## src/rtl/instr_fetch_unit_if.sv

```systemverilog
// Instruction-fetch bundle: imem request/response, decode valid/ready and PC redirect.
// master = fetch unit, slave = memory/decode/branch-resolution side.
interface instr_fetch_unit_if;
    logic        imem_req;
    logic [31:0] imem_addr;
    logic        imem_ack;
    logic [31:0] imem_rdata;
    logic        instr_valid;
    logic        instr_ready;
    logic [31:0] instr;
    logic [5:0]  opcode;
    logic [31:0] pc_out;
    logic        redirect;
    logic [31:0] redirect_pc;
    logic        fetch_err;

    modport master (
        output imem_req, imem_addr, instr_valid, instr, opcode, pc_out, fetch_err,
        input  imem_ack, imem_rdata, instr_ready, redirect, redirect_pc
    );

    modport slave (
        input  imem_req, imem_addr, instr_valid, instr, opcode, pc_out, fetch_err,
        output imem_ack, imem_rdata, instr_ready, redirect, redirect_pc
    );
endinterface

```

## src/rtl/instr_fetch_unit.sv

```systemverilog
// MIPS fetch stage: holds the PC, fetches one word at a time over req/ack and buffers a
// single instruction for decode; branch/jump redirects squash any fetch already in flight.
module instr_fetch_unit #(
    parameter logic [31:0] RESET_PC = 32'h0000_0000,
    parameter int unsigned MAX_WAIT = 16
) (
    input  logic                   clk,
    input  logic                   nrst,
    instr_fetch_unit_if.master     bus
);
    localparam int unsigned CW = $clog2(MAX_WAIT + 1);
    localparam logic [CW-1:0] WAIT_LAST = CW'(MAX_WAIT - 1);

    typedef enum logic [1:0] {
        S_IDLE,
        S_REQ,
        S_VALID,
        S_ERR
    } state_t;

    state_t        r_state,    w_state_next;
    logic [31:0]   r_pc,       w_pc_next;
    logic [31:0]   r_pc_tgt,   w_pc_tgt_next;
    logic          r_squash,   w_squash_next;
    logic [CW-1:0] r_wait_cnt, w_wait_next;
    logic [31:0]   r_instr,    w_instr_next;
    logic [31:0]   r_pc_out,   w_pc_out_next;
    logic [31:0]   w_redir_pc;

    assign w_redir_pc = {bus.redirect_pc[31:2], 2'b00};

    always_comb begin
        w_state_next  = r_state;
        w_pc_next     = r_pc;
        w_pc_tgt_next = r_pc_tgt;
        w_squash_next = r_squash;
        w_wait_next   = r_wait_cnt;
        w_instr_next  = r_instr;
        w_pc_out_next = r_pc_out;

        case (r_state)
            S_IDLE: w_state_next = S_REQ;

            S_REQ: begin
                if (bus.imem_ack) begin
                    w_wait_next = '0;
                    // A redirect in the ack cycle wins over an earlier latched target.
                    if (r_squash || bus.redirect) begin
                        w_pc_next     = bus.redirect ? w_redir_pc : r_pc_tgt;
                        w_squash_next = 1'b0;
                    end else begin
                        w_instr_next  = bus.imem_rdata;
                        w_pc_out_next = r_pc;
                        w_pc_next     = r_pc + 32'd4;
                        w_state_next  = S_VALID;
                    end
                end else begin
                    // Address must stay stable until ack, so the target is parked.
                    if (bus.redirect) begin
                        w_squash_next = 1'b1;
                        w_pc_tgt_next = w_redir_pc;
                    end
                    if (r_wait_cnt == WAIT_LAST) begin
                        w_state_next = S_ERR;
                        w_wait_next  = '0;
                    end else begin
                        w_wait_next = r_wait_cnt + 1'b1;
                    end
                end
            end

            S_VALID: begin
                if (bus.redirect) begin
                    w_pc_next    = w_redir_pc;
                    w_state_next = S_REQ;
                end else if (bus.instr_ready) begin
                    w_state_next = S_REQ;
                end
            end

            S_ERR: w_state_next = S_ERR;

            default: w_state_next = S_IDLE;
        endcase
    end

    always_ff @(posedge clk) begin
        if (!nrst) begin
            r_state    <= S_IDLE;
            r_pc       <= RESET_PC;
            r_pc_tgt   <= '0;
            r_squash   <= 1'b0;
            r_wait_cnt <= '0;
            r_instr    <= '0;
            r_pc_out   <= '0;
        end else begin
            r_state    <= w_state_next;
            r_pc       <= w_pc_next;
            r_pc_tgt   <= w_pc_tgt_next;
            r_squash   <= w_squash_next;
            r_wait_cnt <= w_wait_next;
            r_instr    <= w_instr_next;
            r_pc_out   <= w_pc_out_next;
        end
    end

    assign bus.imem_req    = (r_state == S_REQ);
    assign bus.instr_valid = (r_state == S_VALID);
    assign bus.fetch_err   = (r_state == S_ERR);
    assign bus.imem_addr   = r_pc;
    assign bus.instr       = r_instr;
    assign bus.opcode      = r_instr[31:26];
    assign bus.pc_out      = r_pc_out;
endmodule

```

## src/flat_wrapper.sv

```systemverilog
// flat-port wrapper written by rule: the top's interface ports become plain ports
module instr_fetch_unit_flat 
#(
    parameter logic [31:0] RESET_PC = 32'h0000_0000,
    parameter int unsigned MAX_WAIT = 16
)
  (clk, nrst, bus_imem_req, bus_imem_addr, bus_instr_valid, bus_instr, bus_opcode, bus_pc_out, bus_fetch_err, bus_imem_ack, bus_imem_rdata, bus_instr_ready, bus_redirect, bus_redirect_pc);
  instr_fetch_unit_if bus_i ();
  input  logic clk;
  input  logic nrst;
  output wire logic [$bits(bus_i.imem_req)-1:0] bus_imem_req;
  output wire logic [$bits(bus_i.imem_addr)-1:0] bus_imem_addr;
  output wire logic [$bits(bus_i.instr_valid)-1:0] bus_instr_valid;
  output wire logic [$bits(bus_i.instr)-1:0] bus_instr;
  output wire logic [$bits(bus_i.opcode)-1:0] bus_opcode;
  output wire logic [$bits(bus_i.pc_out)-1:0] bus_pc_out;
  output wire logic [$bits(bus_i.fetch_err)-1:0] bus_fetch_err;
  input wire logic [$bits(bus_i.imem_ack)-1:0] bus_imem_ack;
  input wire logic [$bits(bus_i.imem_rdata)-1:0] bus_imem_rdata;
  input wire logic [$bits(bus_i.instr_ready)-1:0] bus_instr_ready;
  input wire logic [$bits(bus_i.redirect)-1:0] bus_redirect;
  input wire logic [$bits(bus_i.redirect_pc)-1:0] bus_redirect_pc;
  assign bus_imem_req = bus_i.imem_req;
  assign bus_imem_addr = bus_i.imem_addr;
  assign bus_instr_valid = bus_i.instr_valid;
  assign bus_instr = bus_i.instr;
  assign bus_opcode = bus_i.opcode;
  assign bus_pc_out = bus_i.pc_out;
  assign bus_fetch_err = bus_i.fetch_err;
  assign bus_i.imem_ack = bus_imem_ack;
  assign bus_i.imem_rdata = bus_imem_rdata;
  assign bus_i.instr_ready = bus_instr_ready;
  assign bus_i.redirect = bus_redirect;
  assign bus_i.redirect_pc = bus_redirect_pc;
  instr_fetch_unit #(.RESET_PC(RESET_PC), .MAX_WAIT(MAX_WAIT)) u_core (.clk(clk), .nrst(nrst), .bus(bus_i));
endmodule
```

## config.mk

```make
export PLATFORM = sky130hd
export DESIGN_NAME = instr_fetch_unit_flat
export DESIGN_NICKNAME = d
export VERILOG_FILES = /design/src/rtl/instr_fetch_unit_if.sv /design/src/rtl/instr_fetch_unit.sv /design/src/flat_wrapper.sv
export SDC_FILE = /design/constraint.sdc
export NUM_CORES = 1
export LEC_CHECK = 0
export ABC_AREA = 1
export CORE_MARGIN = 5
export CORE_UTILIZATION = 25
export CTS_BUF_LIST = sky130_fd_sc_hd__clkbuf_8 sky130_fd_sc_hd__clkbuf_16
export CTS_CLUSTER_DIAMETER = 50
export DETAILED_ROUTE_END_ITERATION = 10
export DONT_BUFFER_PORTS = 1
export PLACE_DENSITY = 0.48
export REMOVE_ABC_BUFFERS = 1
export SYNTH_ARGS = -nofsm -noshare
export SYNTH_HDL_FRONTEND = slang
export SYNTH_SLANG_ARGS = --single-unit
export TNS_END_PERCENT = 30
```

## constraint.sdc

```tcl
create_clock -name clk -period 2.2 [get_ports clk]
set_clock_uncertainty 0.1 [all_clocks]
set_input_delay 0.22 -clock clk [delete_from_list [all_inputs] [get_ports clk]]
set_output_delay 0.22 -clock clk [all_outputs]
set_load 0.05 [all_outputs]
```

# [After elaboration in Yosys (flattened, before gate mapping)]
# Index checks and enable logic that the tools add are counted.
[word_totals] regBits=136 inputBits=69 wordCells=46
[op_classes] n_addsub=2 n_eq_ne=10 n_mux=16 bitwise=2 reduce_logical=9
[ops] cell="32-bit two-way mux" count=4
[ops] cell="32-bit one-hot mux with 2 select lines" count=1
[ops] cell="32-bit by 3-bit adder with 32-bit output (second input constant)" count=1
[ops] cell="3-bit AND reduction" count=4
[ops] cell="2-bit two-way mux" count=5
[ops] cell="5-bit two-way mux" count=2
[ops] cell="2-bit one-hot mux with 4 select lines" count=1
[ops] cell="2-bit by 1-bit != test with 1-bit output (second input constant)" count=3
[ops] cell="3-bit by 1-bit != test with 1-bit output (second input constant)" count=2
[ops] cell="5-bit by 1-bit adder with 5-bit output (second input constant)" count=1
[ops] cell="5-bit by 4-bit equality test with 1-bit output (second input constant)" count=1
[ops] cell="2-bit equality test (second input constant)" count=2
[ops] cell="2-bit nonzero test" count=2
[ops] cell="1-bit two-way mux" count=3
[ops] cell="3-bit != test (second input constant)" count=1
[ops] cell="2-bit by 1-bit equality test with 1-bit output (second input constant)" count=1
[ops] cell="2-bit logical NOT" count=1
[ops] cell="1-bit NOT" count=2
[ops] cell="2-bit AND reduction" count=1
[ops] cell="1-bit logical OR" count=1

# [Logic depth before layout (Yosys ltp)]
[logic_depth] depth_word=4 depth_mapped=11 mapped_depth_nobuf=11

# [Least setup slack after synthesis]
# Ideal clock, no wire load.
[synth_timing] path_type="register to register" from="register u_core.r_state[1]" to="register u_core.r_pc[21] (netlist: u_core.bus.imem_addr[21])" setup_time_ps=68 arrival_time_ps=1878 t_required_ps=2032 slack_ps=154 stages_incl_launch_ff=9 path_buffers=2 synth_period_minus_slack_ps=2046 cell_sequence="dfxtp_1 inv_1 ha_1 buf_2 nand2_2 o211ai_4 clkbuf_1 nand2_1 a21oi_2"
[synth_between] elab_chain_cells=3 elab_cells_between_ends=7 cone_classes="eq/ne (4); mux (1); reduce/logical (2)"
[synth_lines] element="from (decl)" line="instr_fetch_unit.sv:21" text="state_t r_state, w_state_next;"
[synth_lines] element="from (signal assigned)" line="instr_fetch_unit.sv:97" text="r_state <= w_state_next;"
[synth_lines] element="2-bit by 1-bit equality test with 1-bit output (*)"
[synth_lines] element="net bus_imem_req" line="flat_wrapper.sv:11" text="output wire logic [$bits(bus_i.imem_req)-1:0] bus_imem_req;"
[synth_lines] element="2-bit by 1-bit != test with 1-bit output (no source line) / 2-bit nonzero test (equally long branches)"
[synth_lines] element="3-bit AND reduction (no source line)"
[synth_lines] element="to (signal assigned)" line="instr_fetch_unit.sv:98" text="r_pc <= w_pc_next;"
[synth_lines] element="to (decl)" line="instr_fetch_unit.sv:22" text="logic [31:0] r_pc, w_pc_next;"
# Mark *: on every way through the listed nets, which the timed path passes. The rest lies on a longest branch.
# A chain may end at the register's enable or synchronous reset.

# [Final worst setup path]
[layout_timing] from="register u_core.r_state[1]" to="output port bus_instr_valid"
[layout_between] elab_chain_cells=1
[layout_lines] element="2-bit equality test" line="instr_fetch_unit.sv:108" text="assign bus.instr_valid = (r_state == S_VALID);"
[layout_lines] element="to (decl)" line="flat_wrapper.sv:13" text="output wire logic [$bits(bus_i.instr_valid)-1:0] bus_instr_valid;"
# Every way passes these cells.

==> metrics.md <==
| Metric | Value |
|---|---|
| Worst Path Buf+Inv | `2` |
| Slowest cell on the critical path | `dfxtp_1` |
| Yosys top cell area share | `between 40% and 50%` |
| Worst Max-Slew Pin Slew | `around 0.8 ns` |
| Initial detailed-routing violation count | `~450` |
| Largest net degree at the start of global routing | `87` |
| Mapped Cells | `between 900 and 1,000` |
| Pwr Density | `890.2 nW/µm²` |
| IR drop worst, VDD | `~0.00043 V` |
| CTS sink cnt | `between 100 and 150` |
| Worst path max stage delay | `roughly 0.4 ns` |
| Kind of critical path | `flip-flop to primary output` |
| Design area | `8456 µm²` |
| Library cells used by synthesis | `36` |
| Nets | `approximately 1,100` |
| Mean Syn Cell Area | `7.053 µm²` |
| Power Internal | `slightly below 5000 µW` |
| CTS Buf Count | `17` |
| Max_slew headroom | `46.20%` |
| Worst-path cell chain | `ha_2 -> buf_4 -> buf_4` |
| Main area contributors after synthesis | `dfxtp_1 41%, nor2_1 9.8%, nand2_1 9.1%` |
| Drt first pass iters | `5` |
| Via/cell ratio | `roughly 4.6` |
| Vias | `about 6,300` |
| Flop pwr share | `40.7%` |
| Clock share of power | `37.8%` |
| Post-Place Cell Area | `roughly 7200 µm²` |
| Minimum clock period | `roughly 2.1 ns` |
| RSZ-0062 raised after global routing | `false` |
| #FFs+latches synth | `between 100 and 150` |
| Row count | `59` |
| I/O pin total | `about 170` |
| Final Cycle Share | `about 95%` |
| Hold Vio Cnt, Final | `0` |
| First-pass GRT wire length | `34,940 µm` |
| Sequential element share of the synthesized area | `around two fifths` |
| Maximum clock rate | `477.0 MHz` |
| Logic gate share of total power | `between 20% and 30%` |
| DRT Wirelength | `~23,000 µm` |
| Switching power | `~2700 µW` |
| Setup repair bufs after CTS | `0` |
| Antenna Nets Post-Route | `0` |
| Switching Share | `35.34%` |
| Routed wire per std cell | `16.80 µm` |
| Critical path's most frequent cell | `buf_4` |
| Total power | `roughly 7500 µW` |
| Die W | `approximately 170 µm` |
| Multi-input gate area | `approximately 3300 µm²` |
| Vias in the first global route | `approximately 5,900` |
| Synth Flop Type | `dfxtp_1` |
| Worst EP arrival | `approximately 1.8 ns` |
| Top Family by Delay on Critical Path | `buffers and inverters` |
| Post-synth EDFFs | `0` |
| DP HPWL | `15,430 µm` |
| Critical Path RT | `1.88 ns` |
| Post-CTS Resized | `0` |
| Final setup fails | `0` |
| Clock root buffer | `clkbuf_16` |
| Starting Density | `25.32%` |
| Status | `complete, no violations` |
| Area Overhead vs Synth | `28.50%` |
| IO buf count | `0` |
| Routability cong. | `0.8007` |
| Register area | `~2700 µm²` |
| TritonCTS clock tree | `built` |
| Clock Path Buffers | `2` |
| Gr ovfl total | `0` |
| Die ar. | `approximately 30,000 µm²` |
| Leak | `between 0.003 and 0.004 µW` |
| # Max-Cap Violations | `0` |
| All-Layer GR Usage | `15.16%` |
| Post-synth ARST share | `0%` |
| CP Capture Type | `primary output` |
| H-tree lvl count | `4` |
| Worst setup SP type | `flip-flop` |
| DIE HEIGHT | `172.2 µm` |
| Layout cells sized above 1 | `approximately 13%` |
| Worst-skew pair later-pin latency | `around 0.42 ns` |
| Area leader, netlist | `dfxtp_1` |
| Fill count | `between 2,000 and 3,000` |
| Count of warnings emitted by yosys | `0` |
| DRC | `0` |
| Mapped Area | `about 6600 µm²` |
| Core area | `between 20,000 and 30,000 µm²` |
| Antenna violations before repair | `1` |
| Worst-path clk slew | `0.06 ns` |
| Hold WC Path Type | `primary input to flip-flop` |
| Worst-path maximum fanout | `22` |
| Final Slew Violations | `0` |
-- layer usage --
metal	track usage (%)	wire length [µm]	vias to the layer above
li1	-	-	3260
met1	20.99	10870	2847
met2	23.47	10450	155
met3	4.047	1381	22
met4	3.999	315	0
met5	0	0	-
-- sequential cells by signal (all words and copies together), names as in the netlist --
signal	flops
u_core.bus.imem_addr	32
u_core.bus.instr	32
u_core.bus.pc_out	32
u_core.r_pc_tgt	32
u_core.r_wait_cnt	5
u_core.r_state	2
u_core.r_squash	1
-- synth_stat cells, types with 8 or more instances --
| master | instances |
|---|---|
| nand2_1 | 160 |
| a221oi_2 | 11 |
| dfxtp_1 | 136 |
| nand3_1 | 47 |
| a21oi_1 | 84 |
| o21ai_0 | 68 |
| inv_1 | 67 |
| clkbuf_1 | 24 |
| inv_2 | 8 |
| a211oi_1 | 26 |
| nor2_1 | 172 |
| o21ai_1 | 35 |
| buf_2 | 19 |
| buf_4 | 13 |
-- through the flow --
step / setup TNS [ns] / util [%] / setup WS, ns / instances / hold slack (ns)
3_5_place_dp: 0 / 27.60 / 0.1927 / 1268 / 0.2636
5_1_grt: 0 / 32.53 / 0.006863 / 1369 / 0.03886
6_report: 0 / 32.54 / 0.1037 / 1370 / 0.03689
3_3_place_gp: 0 / 27.60 / 0.2761 / 1268 / 0.2563
4_1_cts: 0 / 32.52 / 0.09074 / 1368 / 0.01450
2_1_floorplan: -64.85 / - / -1.056 / 875 / 0.2490
-- power groups by stage --
stage	Clock (µW)	Combinational (µW)	Sequential, µW
floorplan	0	672	3430
global placement	0	1460	3120
detailed placement	0	1470	3120
CTS	2950	1630	3070
global route	3060	1760	3090
finish	2840	1620	3070
-- worst paths after layout --
path,startpoint,endpoint,slack [ns],cells after the start
max,u_core.r_state[1]$_SDFFE_PN0P_,bus_instr_valid,0.10,3
min reg2reg,u_core.r_wait_cnt[4]$_SDFFE_PN0P_,u_core.r_wait_cnt[4]$_SDFFE_PN0P_,0.34,2
max reg2reg,u_core.r_state[1]$_SDFFE_PN0P_,u_core.bus.instr[19]$_SDFFE_PN0P_,0.18,8
min,bus_instr_ready,u_core.r_state[0]$_SDFFE_PN0P_,0.04,3
-- kinds of logic (layout without fill, tap and decap cells) --
| group | count (synthesis) | after routing | share of synthesized area [%] |
|---|---|---|---|
| and+or+nand+nor | 411 | 411 | 26.32 |
| AOI/OAI and AO/OA | 246 | 246 | 22.38 |
| DFF | 136 | 136 | 41.38 |
| buffers and inverters | 133 | 233 | 8.690 |
| adders and majority gates | 5 | 5 | 0.9508 |
| xor gates and xnor gates | 1 | 1 | 0.1331 |
| muxes | 1 | 1 | 0.1521 |
| other | 0 | 2 | 0 |
-- worst register-to-register path, delay by kind of cell (launching register included) --
kind	cells	cell delay, ns
buffers and inverters	3	0.71
and+or+nand+nor	4	0.48
DFF	1	0.40
adders and majority gates	1	0.25
-- cell usage in the layout, fill, tap and decap left out, types with 2 or more instances in the layout --
cell type and count:
a211oi_1 26, a21oi_1 84, a21oi_2 3, a221oi_2 11, a31oi_1 4, and2_1 3, buf_12 2, buf_4 56
bufinv_16 2, clkbuf_16 17, clkinv_2 5, clkinvlp_4 5, dfxtp_1 136, diode_2 2, dlygate4sd3_1 68, ha_1 4
inv_1 67, inv_2 8, nand2_1 160, nand2_2 4, nand2_4 3, nand3_1 47, nor2_1 172, nor2_2 5
nor2_4 7, nor3_1 2, nor3b_1 2, o21ai_0 68, o21ai_1 35, o21bai_1 7, o22ai_1 3, or2_1 5
-- timing repair --
| action | in CTS | in global routing |
|---|---|---|
| endpoints found under the setup margin | 0 | 0 |
| endpoints found under the hold margin | 132 | 0 |
| hold buffers | 69 | 0 |
-- area by class of cell --
| type | instances | share of cell area, % |
|---|---|---|
| multi-input cells | 664 | 38.89 |
| flip-flops and latches | 136 | 32.20 |
| repair buffers | 127 | 13.82 |
| clock buffers | 18 | 5.194 |
| well taps | 335 | 4.957 |
| inverters | 75 | 3.329 |
| clock inverters | 13 | 1.554 |
| diodes | 2 | 0.05919 |
Note: power is estimated with default switching activity, not from simulation.
==> variant 1: new RTL, config.mk and constraints unchanged <==
`MAX_WAIT` is set to 16 in 2 places; all go to 8.
--- a/src/rtl/instr_fetch_unit.sv
+++ b/src/rtl/instr_fetch_unit.sv
@@ -2,7 +2,7 @@
 // single instruction for decode; branch/jump redirects squash any fetch already in flight.
 module instr_fetch_unit #(
     parameter logic [31:0] RESET_PC = 32'h0000_0000,
-    parameter int unsigned MAX_WAIT = 16
+    parameter int unsigned MAX_WAIT = 8
 ) (
     input  logic                   clk,
     input  logic                   nrst,
--- a/src/flat_wrapper.sv
+++ b/src/flat_wrapper.sv
@@ -2,7 +2,7 @@
 module instr_fetch_unit_flat 
 #(
     parameter logic [31:0] RESET_PC = 32'h0000_0000,
-    parameter int unsigned MAX_WAIT = 16
+    parameter int unsigned MAX_WAIT = 8
 )
   (clk, nrst, bus_imem_req, bus_imem_addr, bus_instr_valid, bus_instr, bus_opcode, bus_pc_out, bus_fetch_err, bus_imem_ack, bus_imem_rdata, bus_instr_ready, bus_redirect, bus_redirect_pc);
   instr_fetch_unit_if bus_i ();
Formal check against the unedited RTL: no difference found for any inputs over 4 cycles, from zero or initial values and one cycle with nrst low; that may be too few to reach the edited logic, so the function may still have changed.
==> variant 1 against the original RTL <==
Worst setup slack gained 94 ps; die area shrank 0.86%; power grew 7.1%; non-clock buffer count shrank 4; highest routed layer unchanged; largest cell class unchanged; clock power shrank 5%; sequential cell count shrank 1; final area shrank 1.6%; wire length shrank 1.8%; sequential power grew 5%; core utilization shrank 0.35 points; largest power group unchanged; area after synthesis shrank 0.91%; combinational power grew 31%.
==> variant 1: results (changes against the original RTL) <==
Worst hold path
  • Hold Crit Class: primary input to flip-flop (unchanged)

Power and ir drop
  • Peak VDD IR: 0.439 mV (was 0.427 mV)
  • Clock power frac: 0.336 (was 0.378)
  • LEAKAGE: 3.33 nW (was 3.36 nW)
  • Sw frac: 0.380 (was 0.353)
  • Comb group: 0.00213 W (was 0.00162 W)

Synthesis
  • Main synth FF type: dfxtp_1 (unchanged)
  • Compound-Gate Fraction of Synth Area: 0.218 (was 0.224)
  • Post-synth top cells: nor2_1 (175), nand2_1 (149), dfxtp_1 (135), inv_1 (73), a21oi_1 (71) (was nor2_1 (172), nand2_1 (160), dfxtp_1 (136), a21oi_1 (84), o21ai_0 (68))
  • Yosys cell types: 37 (was 36)
  • Yosys warns: 0 (unchanged)
  • Adder-Cell Fraction of Synth Area: 0.00960 (was 0.00951)
  • Multiplexer share of the synthesized area: 0 (was 0.00152)
  • Synth area leaders: dfxtp_1 (41%), nor2_1 (10%), nand2_1 (8.6%), a21oi_1 (5.5%), o21ai_0 (5.0%) (was dfxtp_1 (41%), nor2_1 (9.8%), nand2_1 (9.1%), a21oi_1 (6.4%), o21ai_0 (5.2%))
  • Post-Synth XOR/XNOR Area: 0.00269 (was 0.00133)
  • Ys async rst share: 0 (unchanged)
  • Post-synthesis sequential area ratio: 0.415 (was 0.414)

Global route
  • First-pass GRT wire length: 34600 microns (was 34900 microns)
  • Vias in the first global route: 6025 (was 5930)
  • GR Util All Layers: 0.151 (was 0.152)
  • Initial antenna violation count: 0 (was 1)
  • Largest net degree at the start of global routing: 82 (was 87)

Finish
  • # diodes: 0 (was 2)
  • Post-layout nets: 1085 (was 1095)
  • Layout cells sized above 1: 0.129 (was 0.130)

Clock network
  • Clock Latency Late Sink: 420 ps (about the same)
  • CTS H-tree lvls: 4 (unchanged)
  • Clk slew on worst S/H paths: 60 ps (about the same)
  • Cts bufs inserted: 17 (unchanged)
  • CTS max path bufs: 2 (unchanged)
  • Root Buffer: clkbuf_16 (unchanged)
  • # Post-CTS Setup Buffers: 0 (unchanged)

Routing
  • Initial DRC count: 372 (was 449)
  • Vias: 6246 (was 6284)
  • Routed WL: 22600 microns (was 23000 microns)
  • First-pass iteration count of the detailed router: 7 (was 5)
  • Final ANT Viol Nets: 0 (unchanged)

Worst setup path
  • Slowest stage cell on the critical path: inv_2 (was dfxtp_1)
  • Worst EP arrival: 2250 ps (was 1780 ps)
  • Max incr delay on CP: 610 ps (was 400 ps)
  • CP max FO: 43 (was 22)

Placed design
  • DP Worst Slack: 250 ps (was 193 ps)
  • I/O Buffers: 0 (unchanged)
  • Final Wtd Congestion: 0.817 (was 0.801)
  • Post-DP HPWL: 15300 microns (was 15400 microns)

Timing
  • Worst-margin pin slew: 860 ps (was 804 ps)

Outcome
  • Outcome: complete, no violations (unchanged)
-- variant 1: path summary, 6_finish.rpt --
check | start | endpoint | slack, ps | cells past startpoint
setup reg to reg | u_core.r_state[1] | u_core.bus.instr[26] | 200 | 7
setup / recovery | u_core.r_state[1] | u_core.bus.instr[26] | 200 | 7
hold reg to reg | u_core.r_pc_tgt[31] | u_core.r_pc_tgt[31] | 350 | 2
hold / removal | bus_redirect_pc[21] | u_core.bus.imem_addr[21] | 20 | 4
-- variant 1: critical path: cells and delay by family, from the launching register on --
family                     cells  cell delay [ps]
DFF                            1              360
buffers and inverters          2              690
and+or+nand+nor                4              510
adders and majority gates      1              230
-- variant 1: per-layer routing --
| metal | vias to the layer above | part of all wire | track usage |
|---|---|---|---|
| li1 | 3218 | - | - |
| met4 | 0 | 0.012 | 0.0396 |
| met2 | 180 | 0.44 | 0.242 |
| met1 | 2827 | 0.47 | 0.200 |
| met3 | 21 | 0.078 | 0.0432 |
| met5 | - | 0 | 0 |
-- variant 1: cell type report --
cell class	count	area [sq um]
Clock inverter	8	61.3
Inverter	81	307
Sequential cell	135	2700
Tap cell	335	419
Clock buffer	21	480
Multi-Input combinational cell	653	3230
Fill cell	2808	17500
Timing Repair Buffer	123	1120
-- variant 1: stage by stage --
stage | instances | cell area (sq um) | hold WS [ps] | total power (W)
2_1_floorplan | 869 | 6230 | 249 | 0.00461
6_report | 1356 | 8320 | 16.8 | 0.00806
3_3_place_gp | 1262 | 7110 | 259 | 0.00527
4_1_cts | 1356 | 8320 | 0.246 | 0.00817
3_5_place_dp | 1262 | 7110 | 264 | 0.00528
5_1_grt | 1356 | 8320 | 19.3 | 0.00850
-- variant 1: what timing repair did --
item                                   in CTS  in global routing
hold buffers                               65                  0
gates resized for setup                     0                  0
endpoints found under the hold margin     126                  0
==> variant 2: new RTL, config.mk and constraints unchanged <==
Made on the original files. Compare `r_wait_cnt` against `WAIT_LAST` with >= in place of ==.
--- a/src/rtl/instr_fetch_unit.sv
+++ b/src/rtl/instr_fetch_unit.sv
@@ -60,7 +60,7 @@
                         w_squash_next = 1'b1;
                         w_pc_tgt_next = w_redir_pc;
                     end
-                    if (r_wait_cnt == WAIT_LAST) begin
+                    if (r_wait_cnt >= WAIT_LAST) begin
                         w_state_next = S_ERR;
                         w_wait_next  = '0;
                     end else begin
Check against the original RTL: no difference found for any inputs over 4 cycles, from zero or initial values and one cycle with nrst low; that may be too few to reach the edited logic, so the function may still have changed.
==> variant 2 against the original RTL <==
Combinational power up 36%; non-clock buffer count is 5 higher; sequential cell count did not move; power grew 12%; clock power grew 4%; wire length is essentially flat; worst setup slack better by 170 ps; sequential power rose by 5%; count of clock-buffer cells in the layout increased by 1; area after synthesis decreased by 0.13%; final area is 0.55% higher.
==> variant 2: results (changes against the original RTL) <==
Routing
  • Initial DRC count: 357 (was 449)
  • Wire length per cell: 16.6 microns (was 16.8 microns)
  • First-pass iteration count of the detailed router: 5 (unchanged)

Finish
  • Fillers: 2791 (was 2821)
  • # clk buffers: 19 (was 18)
  • Post-Layout Cell Count: 1389 (was 1370)
  • Multi-input gate share of total cell area: 0.382 (was 0.389)
  • Nonclk buf count: 132 (was 127)
  • Layout cells sized above 1: 0.134 (was 0.130)
  • NonClk Buf Share: 0.141 (was 0.138)
  • Signal inverters: 83 (was 75)
  • #MultiIn Comb: 670 (was 664)
  • ClkCell Share: 0.0702 (was 0.0675)

Worst setup path
  • Reg2Reg Depth: 7 (was 8)
  • CP max FO: 37 (was 22)
  • Worst EP arrival: 2110 ps (was 1780 ps)
  • Crit path capture: u_core.bus.imem_addr[31] (was bus_instr_valid)
  • Critical path startpoint: u_core.r_state[0] (was u_core.r_state[1])
  • Max incr delay on CP: 470 ps (was 400 ps)
  • Crit Reg-Reg Startpoint: u_core.r_state[0] (was u_core.r_state[1])

Power and ir drop
  • Combinational fraction of design power: 0.263 (was 0.215)
  • Cell area power density: 987 nW/um^2 (was 890 nW/um^2)
  • LEAKAGE: 3.45 nW (was 3.36 nW)
  • Peak VDD IR: 0.409 mV (was 0.427 mV)
  • P_clk: 0.00296 W (was 0.00284 W)

Placed design
  • Placed insts: 1290 (was 1268)
  • Post-DP HPWL: 15700 microns (was 15400 microns)
  • Placed Area: 7220 sq um (was 7170 sq um)

Worst hold path
  • Worst hold path depth: 4 (was 3)
  • Hold Startpoint: bus_redirect (was bus_instr_ready)

Synthesis
  • Cells after Synth: 949 (was 933)
  • Post-synthesis sequential area ratio: 0.414 (about the same)
  • Post-synth top cells: nor2_1 (181), nand2_1 (156), dfxtp_1 (136), o21ai_0 (104), inv_1 (77) (was nor2_1 (172), nand2_1 (160), dfxtp_1 (136), a21oi_1 (84), o21ai_0 (68))
  • Yosys cell types: 37 (was 36)
  • Synth area leaders: dfxtp_1 (41%), nor2_1 (10%), nand2_1 (8.9%), o21ai_0 (7.9%), a21oi_1 (5.6%) (was dfxtp_1 (41%), nor2_1 (9.8%), nand2_1 (9.1%), a21oi_1 (6.4%), o21ai_0 (5.2%))

Global route
  • GR Util All Layers: 0.153 (was 0.152)
  • Vias in the first global route: 6174 (was 5930)
  • Largest net degree at the start of global routing: 90 (was 87)

Clock network
  • # hold bufs at CTS: 66 (was 69)

Timing
  • Relative slew margins: 0.574 (was 0.462)

Outcome
  • Outcome: complete, no violations (unchanged)
variant 2: cell count changes after synthesis, sizes merged, moves of 3 or more:
cell / before / now
nand2: 167 / 164
a311oi: 0 / 3
o21ai: 103 / 110
nor2: 184 / 194
inv: 75 / 83
nand4: 0 / 3
nand3: 47 / 44
and2: 3 / 0
nor3: 2 / 6
a21oi: 87 / 79
variant 2: per-layer routing:
metal / vias to the layer above / share of wire / global-route usage
li1: 3315 / - / -
met1: 2970 / 0.46 / 0.203
met2: 162 / 0.47 / 0.249
met3: 17 / 0.059 / 0.0343
met4: 0 / 0.011 / 0.0441
met5: - / 0 / 0
variant 2: logic make-up after synthesis:
logic type               share of synthesized area
XOR/XNOR                                   0.00133
AO/OA/AOI/OAI                                0.213
buffers and inverters                       0.0914
adder cells (fa/ha/maj)                     0.0114
flip-flops                                   0.414
AND/OR/NAND/NOR                              0.268
